===== src/rtl/cpu_pkg.sv =====
// Shared CPU definitions: word widths, IR field layout, opcodes and the
// fetch state encoding used by the fetch stage.
package cpu_pkg;

  localparam int INSTR_W = 32;
  localparam int PC_W    = 16;

  // IR field bit positions
  localparam int OPER_TYPE_HI = 31;
  localparam int OPER_TYPE_LO = 27;
  localparam int RDST_HI      = 26;
  localparam int RDST_LO      = 22;
  localparam int RSRC1_HI     = 21;
  localparam int RSRC1_LO     = 17;
  localparam int IMM_MODE_BIT = 16;
  localparam int RSRC2_HI     = 15;
  localparam int RSRC2_LO     = 11;
  localparam int ISRC_HI      = 15;
  localparam int ISRC_LO      = 0;

  // 5-bit operation codes carried in oper_type
  localparam logic [4:0] OP_NOP   = 5'b00000;
  localparam logic [4:0] OP_LOAD  = 5'b00001;
  localparam logic [4:0] OP_STORE = 5'b00010;
  localparam logic [4:0] OP_ADD   = 5'b00011;
  localparam logic [4:0] OP_SUB   = 5'b00100;
  localparam logic [4:0] OP_AND   = 5'b00101;
  localparam logic [4:0] OP_OR    = 5'b00110;
  localparam logic [4:0] OP_XOR   = 5'b00111;
  localparam logic [4:0] OP_SHL   = 5'b01000;
  localparam logic [4:0] OP_SHR   = 5'b01001;
  localparam logic [4:0] OP_JMP   = 5'b01010;
  localparam logic [4:0] OP_BEQ   = 5'b01011;

  // Fetch FSM: FETCH means one memory read is in flight
  typedef enum logic {
    ST_IDLE  = 1'b0,
    ST_FETCH = 1'b1
  } fetch_state_t;

  // Extract the operation code from an instruction word
  function automatic logic [4:0] ir_oper_type(input logic [INSTR_W-1:0] ir);
    return ir[OPER_TYPE_HI:OPER_TYPE_LO];
  endfunction

endpackage


===== src/rtl/fetch_fifo.sv =====
// Prefetch queue: DEPTH x W synchronous FIFO with flush. Flush wins over a
// simultaneous push; the head is read straight from the storage registers.
module fetch_fifo #(
  parameter int DEPTH = 2,
  parameter int W     = 48,
  localparam int PTR_W = $clog2(DEPTH),
  localparam int CNT_W = PTR_W + 1
) (
  input  logic             clk,
  input  logic             rst_n,
  input  logic             push,
  input  logic             pop,
  input  logic             flush,
  input  logic [W-1:0]     din,
  output logic [CNT_W-1:0] count,
  output logic [W-1:0]     head
);

  logic [W-1:0]     mem [DEPTH];
  logic [PTR_W-1:0] wr_ptr;
  logic [PTR_W-1:0] rd_ptr;

  assign head = mem[rd_ptr];

  // Storage, pointers and occupancy; pointers wrap naturally (DEPTH is 2^n)
  always_ff @(posedge clk or negedge rst_n) begin
    if (!rst_n) begin
      wr_ptr <= '0;
      rd_ptr <= '0;
      count  <= '0;
      for (int i = 0; i < DEPTH; i++) mem[i] <= '0;
    end else if (flush) begin
      wr_ptr <= '0;
      rd_ptr <= '0;
      count  <= '0;
    end else begin
      if (push) begin
        mem[wr_ptr] <= din;
        wr_ptr      <= wr_ptr + 1'b1;
      end
      if (pop) rd_ptr <= rd_ptr + 1'b1;
      count <= count + CNT_W'(push) - CNT_W'(pop);
    end
  end

endmodule


===== src/rtl/instr_fetch_unit.sv =====
// Fetch stage: owns the PC, issues reads to a 1-cycle synchronous
// instruction memory, buffers responses in a prefetch queue and presents
// them to execute.
//
// Handshake: ir_valid/ir_data/ir_pc come from the queue head. A transfer
// happens on a rising edge where ir_valid & ir_ready are both high; while
// ir_valid is high and no transfer happens, ir_data/ir_pc hold steady.
module instr_fetch_unit #(
  parameter int PC_W    = cpu_pkg::PC_W,
  parameter int INSTR_W = cpu_pkg::INSTR_W,
  parameter int DEPTH   = 2
) (
  input  logic                  clk,
  input  logic                  rst_n,
  input  logic                  run,
  output logic                  imem_en,
  output logic [PC_W-1:0]       imem_addr,
  input  logic [INSTR_W-1:0]    imem_rdata,
  output logic                  ir_valid,
  input  logic                  ir_ready,
  output logic [INSTR_W-1:0]    ir_data,
  output logic [PC_W-1:0]       ir_pc,
  input  logic                  redirect,
  input  logic [PC_W-1:0]       redirect_pc,
  output logic                  busy,
  output cpu_pkg::fetch_state_t dbg_state
);

  import cpu_pkg::*;

  localparam int CNT_W = $clog2(DEPTH) + 1;

  fetch_state_t            state;
  logic [PC_W-1:0]         pc;
  logic [PC_W-1:0]         tag;
  logic [CNT_W-1:0]        count;
  logic [CNT_W:0]          occupancy;
  logic [PC_W+INSTR_W-1:0] head;
  logic                    inflight;
  logic                    pop;
  logic                    push;
  logic                    kill;
  logic                    issue;

  assign inflight = (state == ST_FETCH);
  assign ir_valid = (count != '0);
  assign pop      = ir_valid & ir_ready;

  // Slots committed after this edge: a same-cycle pop frees its slot, which
  // is what lets a 2-entry queue sustain one instruction per cycle.
  assign occupancy = {1'b0, count} + (CNT_W+1)'(inflight) - (CNT_W+1)'(pop);

  // No strobe while held in reset, so the memory never sees a stray read.
  assign issue = rst_n & run & ~redirect & (occupancy < (CNT_W+1)'(DEPTH));

  // A redirect discards the response landing in the same cycle.
  assign kill = redirect & inflight;
  assign push = inflight & ~kill;

  assign imem_en   = issue;
  assign imem_addr = pc;
  assign busy      = ir_valid | inflight;
  assign dbg_state = state;
  assign {ir_pc, ir_data} = head;

  // PC, in-flight tag and IDLE/FETCH tracking of the outstanding read
  always_ff @(posedge clk or negedge rst_n) begin
    if (!rst_n) begin
      state <= ST_IDLE;
      pc    <= '0;
      tag   <= '0;
    end else begin
      state <= issue ? ST_FETCH : ST_IDLE;
      if (issue) tag <= pc;
      if (redirect)   pc <= redirect_pc;
      else if (issue) pc <= pc + 1'b1;
    end
  end

  fetch_fifo #(
    .DEPTH (DEPTH),
    .W     (PC_W + INSTR_W)
  ) u_fifo (
    .clk   (clk),
    .rst_n (rst_n),
    .push  (push),
    .pop   (pop),
    .flush (redirect),
    .din   ({tag, imem_rdata}),
    .count (count),
    .head  (head)
  );

endmodule


===== config.mk =====
export PLATFORM = sky130hd
export DESIGN_NAME = instr_fetch_unit
export DESIGN_NICKNAME = d
export VERILOG_FILES = /design/src/rtl/cpu_pkg.sv /design/src/rtl/fetch_fifo.sv /design/src/rtl/instr_fetch_unit.sv
export SDC_FILE = /design/constraint.sdc
export NUM_CORES = 1
export LEC_CHECK = 0
export ABC_AREA = 1
export CAP_MARGIN = 20
export CORE_MARGIN = 1
export CORE_UTILIZATION = 50
export DETAILED_ROUTE_END_ITERATION = 8
export GPL_TIMING_DRIVEN = 0
export PLACE_DENSITY = 0.89
export SLEW_MARGIN = 20
export SYNTH_ARGS = -nofsm -noshare
export SYNTH_HDL_FRONTEND = slang
export SYNTH_SLANG_ARGS = --single-unit

===== constraint.sdc =====
create_clock -name clk -period 9.9 [get_ports clk]
set_clock_uncertainty 0.05 [all_clocks]
set_input_delay 2.97 -clock clk [delete_from_list [all_inputs] [get_ports clk]]
set_output_delay 2.97 -clock clk [all_outputs]
set_load 0.05 [all_outputs]

==> reports/results.txt <==
Slew margin rel.: 63.1%
Post-CTS sizing: 0
Status: finished clean
1st-iter DRT viols: 451
CTS Sinks: 133
Layout cell share with drive strength beyond 1: 6.12%
Slowest CP cell: clkdlybuf4s50_1
Register area share after synthesis: 54.4%
Fmax: 0.112 GHz
Worst path arrival time: 5.90 ns
GRT Overall Usage: 25.5%
Storage cell area: 0.00333 mm²
Min Tclk post-route: 8.92 ns
Boundary Pins: 121
ANT cells: 0
Inst Count DP: 1046
CP Buf/Inv Count: 6
Mean Syn Cell Area: 7.87 µm²
Layout area overhead: 32.9%
Multi-input logic area: 0.00226 mm²
Nature of the critical path endpoint: output port
Die height: 113 µm
Core area: 0.0120 mm²
Kind of critical path: input pin to output port
Via density: 5.16
Final Slew Violations: 0
Synth Cell Area: 0.00612 mm²
Final hold vios: 0
RSZ-0062 raised after global routing: false
DR vias: 5561
Leakage: 4.09 nW
Period utilisation layout: 90.1%
Antenna violations before repair: 0
Synth Warn #: 0
CP most frequent cell: nand2_1
Number of max-cap violations: 0
Vias in the first global route: 5385
Least-Margin Pin Slew: 0.551 ns
Inserted Clock Buffers: 17
Overall power: 2.84 mW
Drt first pass iters: 5
HP Class: flop to flop
IO Port Bufs: 120
Setup Viol. Count Final: 0
Full die area: 0.0127 mm²
Starting Density: 51.2%
First-pass GRT wire length: 25.4 mm
CTS tree: done
Drc violations: 0
Pwr dens: 349 mW/mm²
Synthesized flop and latch total: 133
Overflow after GRT: 0
Reg clk slew, reported paths: 0.05 ns
Hold buffers post-CTS: 0
RePlAce Congestion: 0.871
Crit path launch type: input pin
CP Max Fanout: 11
Wire length per cell: 14.2 µm
CTS H-tree lvls: 4
Pin count of the biggest net entering global routing: 83
Syn_nets: 836
Fillers: 962
Cell Rows: 40
Clock tree buffer depth: 2
Routed WL: 15.4 mm
Synth unique cells: 22
CP required: 6.88 ns
Top delay family on crit path: buffers and inverters
Worst-Skew Late Latency: 0.41 ns
Layout net count: 976
Antenna Nets Post-Route: 0
Root buffer cell: clkbuf_16
Cells after synthesis: 778
Critical Path, Cell by Cell: clkdlybuf4s50_1, nand2_1, inv_1, ha_1, inv_1, nand2_1, fa_1, nand2_1, nor2_2, nand2_2, inv_2, buf_6, clkdlybuf4s50_1
Die width: 113 µm
CP peak stage delay: 0.81 ns
Peak supply drop: 184 µV
Post-DP HPWL: 10.5 mm
Finished Layout Cells: 1078
Hold WS: 0.434 ns
Number of setup buffers added after CTS: 0
Setup TNS: 0 ns
## layer usage
metal / track usage, % / vias up / share of wire, %
met5: 0 / - / 0
met4: 9.24 / 0 / 1.4
met3: 4.91 / 27 / 6.2
met2: 43.7 / 234 / 49
met1: 32.4 / 2592 / 44
li1: - / 2708 / -
## logic make-up (layout without fill, tap and decap cells)
| logic type | count (synthesis) | in the layout | share of synthesized area [%] |
|---|---|---|---|
| xor gates and xnor gates | 5 | 5 | 0.716 |
| buffers and inverters | 123 | 276 | 8.69 |
| AOI/OAI and AO/OA | 125 | 125 | 10.3 |
| DFF | 133 | 133 | 54.4 |
| adders and majority gates | 5 | 5 | 1.15 |
| and+or+nand+nor | 387 | 387 | 24.8 |
## path summary, 6_finish.rpt
kind                                      start        endpoint  slack [ns]  depth (start not counted)
min in group asynchronous                 rst_n  u_fifo.mem[68]        2.40                          1
worst max-delay path                   ir_ready         imem_en        0.98                         13
worst min-delay path             u_fifo.mem[26]  u_fifo.mem[26]        0.43                          2
worst max register to register  u_fifo.count[1]    imem_addr[1]        7.26                         15
worst min register to register   u_fifo.mem[26]  u_fifo.mem[26]        0.43                          2
max in group asynchronous                 rst_n  u_fifo.mem[40]        6.67                          2
## power breakdown
part	switching (mW)	total [mW]	internal, mW
Sequential	0.132	0.890	0.758
Combinational	0.881	1.31	0.425
Clock	0.221	0.639	0.418
## through the flow
stage	util (%)	setup slack [ns]	cell area [µm²]
finish	68.0	0.984	8140
global route	68.0	0.816	8140
CTS	68.0	1.00	8140
detailed placement	63.0	1.03	7540
global placement	62.7	-2.62	7500
floorplan	-	2.40	6120
## worst register-to-register path, delay by kind of cell, from the launching register on
kind | cells | cell delay (ns)
AND/OR/NAND/NOR | 8 | 0.76
buffers and inverters | 5 | 0.59
adder cells (fa/ha/maj) | 2 | 0.74
flip-flops | 1 | 0.42
## final cells by class
type	instances	share of cell area (%)
Sequential cell	133	40.9
Multi-Input combinational cell	522	27.8
Timing Repair Buffer	121	15.2
Clock buffer	21	5.41
Inverter	83	3.86
Buffer	40	2.68
Tap cell	147	2.26
Clock inverter	11	1.94
## registers in the layout, summed over array words and instances (netlist names)
signal / cells
dbg_state: 1
imem_addr: 16
tag: 16
u_fifo.count: 2
u_fifo.mem: 96
u_fifo.wr_ptr: 1
u_fifo.rd_ptr: 1
## cell usage in the layout, fill, tap and decap left out, drive strengths merged
cell	synthesis	layout
clkinvlp	0	1
o21ai	120	120
a21oi	3	3
nor2	20	20
inv	83	83
nand4	2	2
clkdlybuf4s50	0	119
clkinv	0	6
xor2	3	3
nand3	38	38
clkbuf	20	41
buf	20	22
xnor2	2	2
nand2	327	327
dfrtp	133	133
fa	1	1
o211ai	2	2
ha	4	4
bufinv	0	4
## Yosys cell counts
master,number,area share [%]
nor2_1,18,1.1
xnor2_1,2,0.29
buf_6,6,1.1
a21oi_1,3,0.25
ha_1,4,0.82
nand2_2,2,0.20
dfrtp_1,133,54
inv_4,1,0.10
fa_1,1,0.33
nand2_1,325,20
inv_1,80,4.9
clkbuf_1,20,1.2
buf_4,2,0.25
nand4_1,2,0.20
o21ai_0,98,8.0
inv_2,2,0.12
o211ai_1,2,0.25
o21ai_1,22,1.8
nor2_2,2,0.20
nand3_1,38,3.1
buf_2,12,0.98
xor2_1,3,0.43
Power figures use the tool's default switching activity.
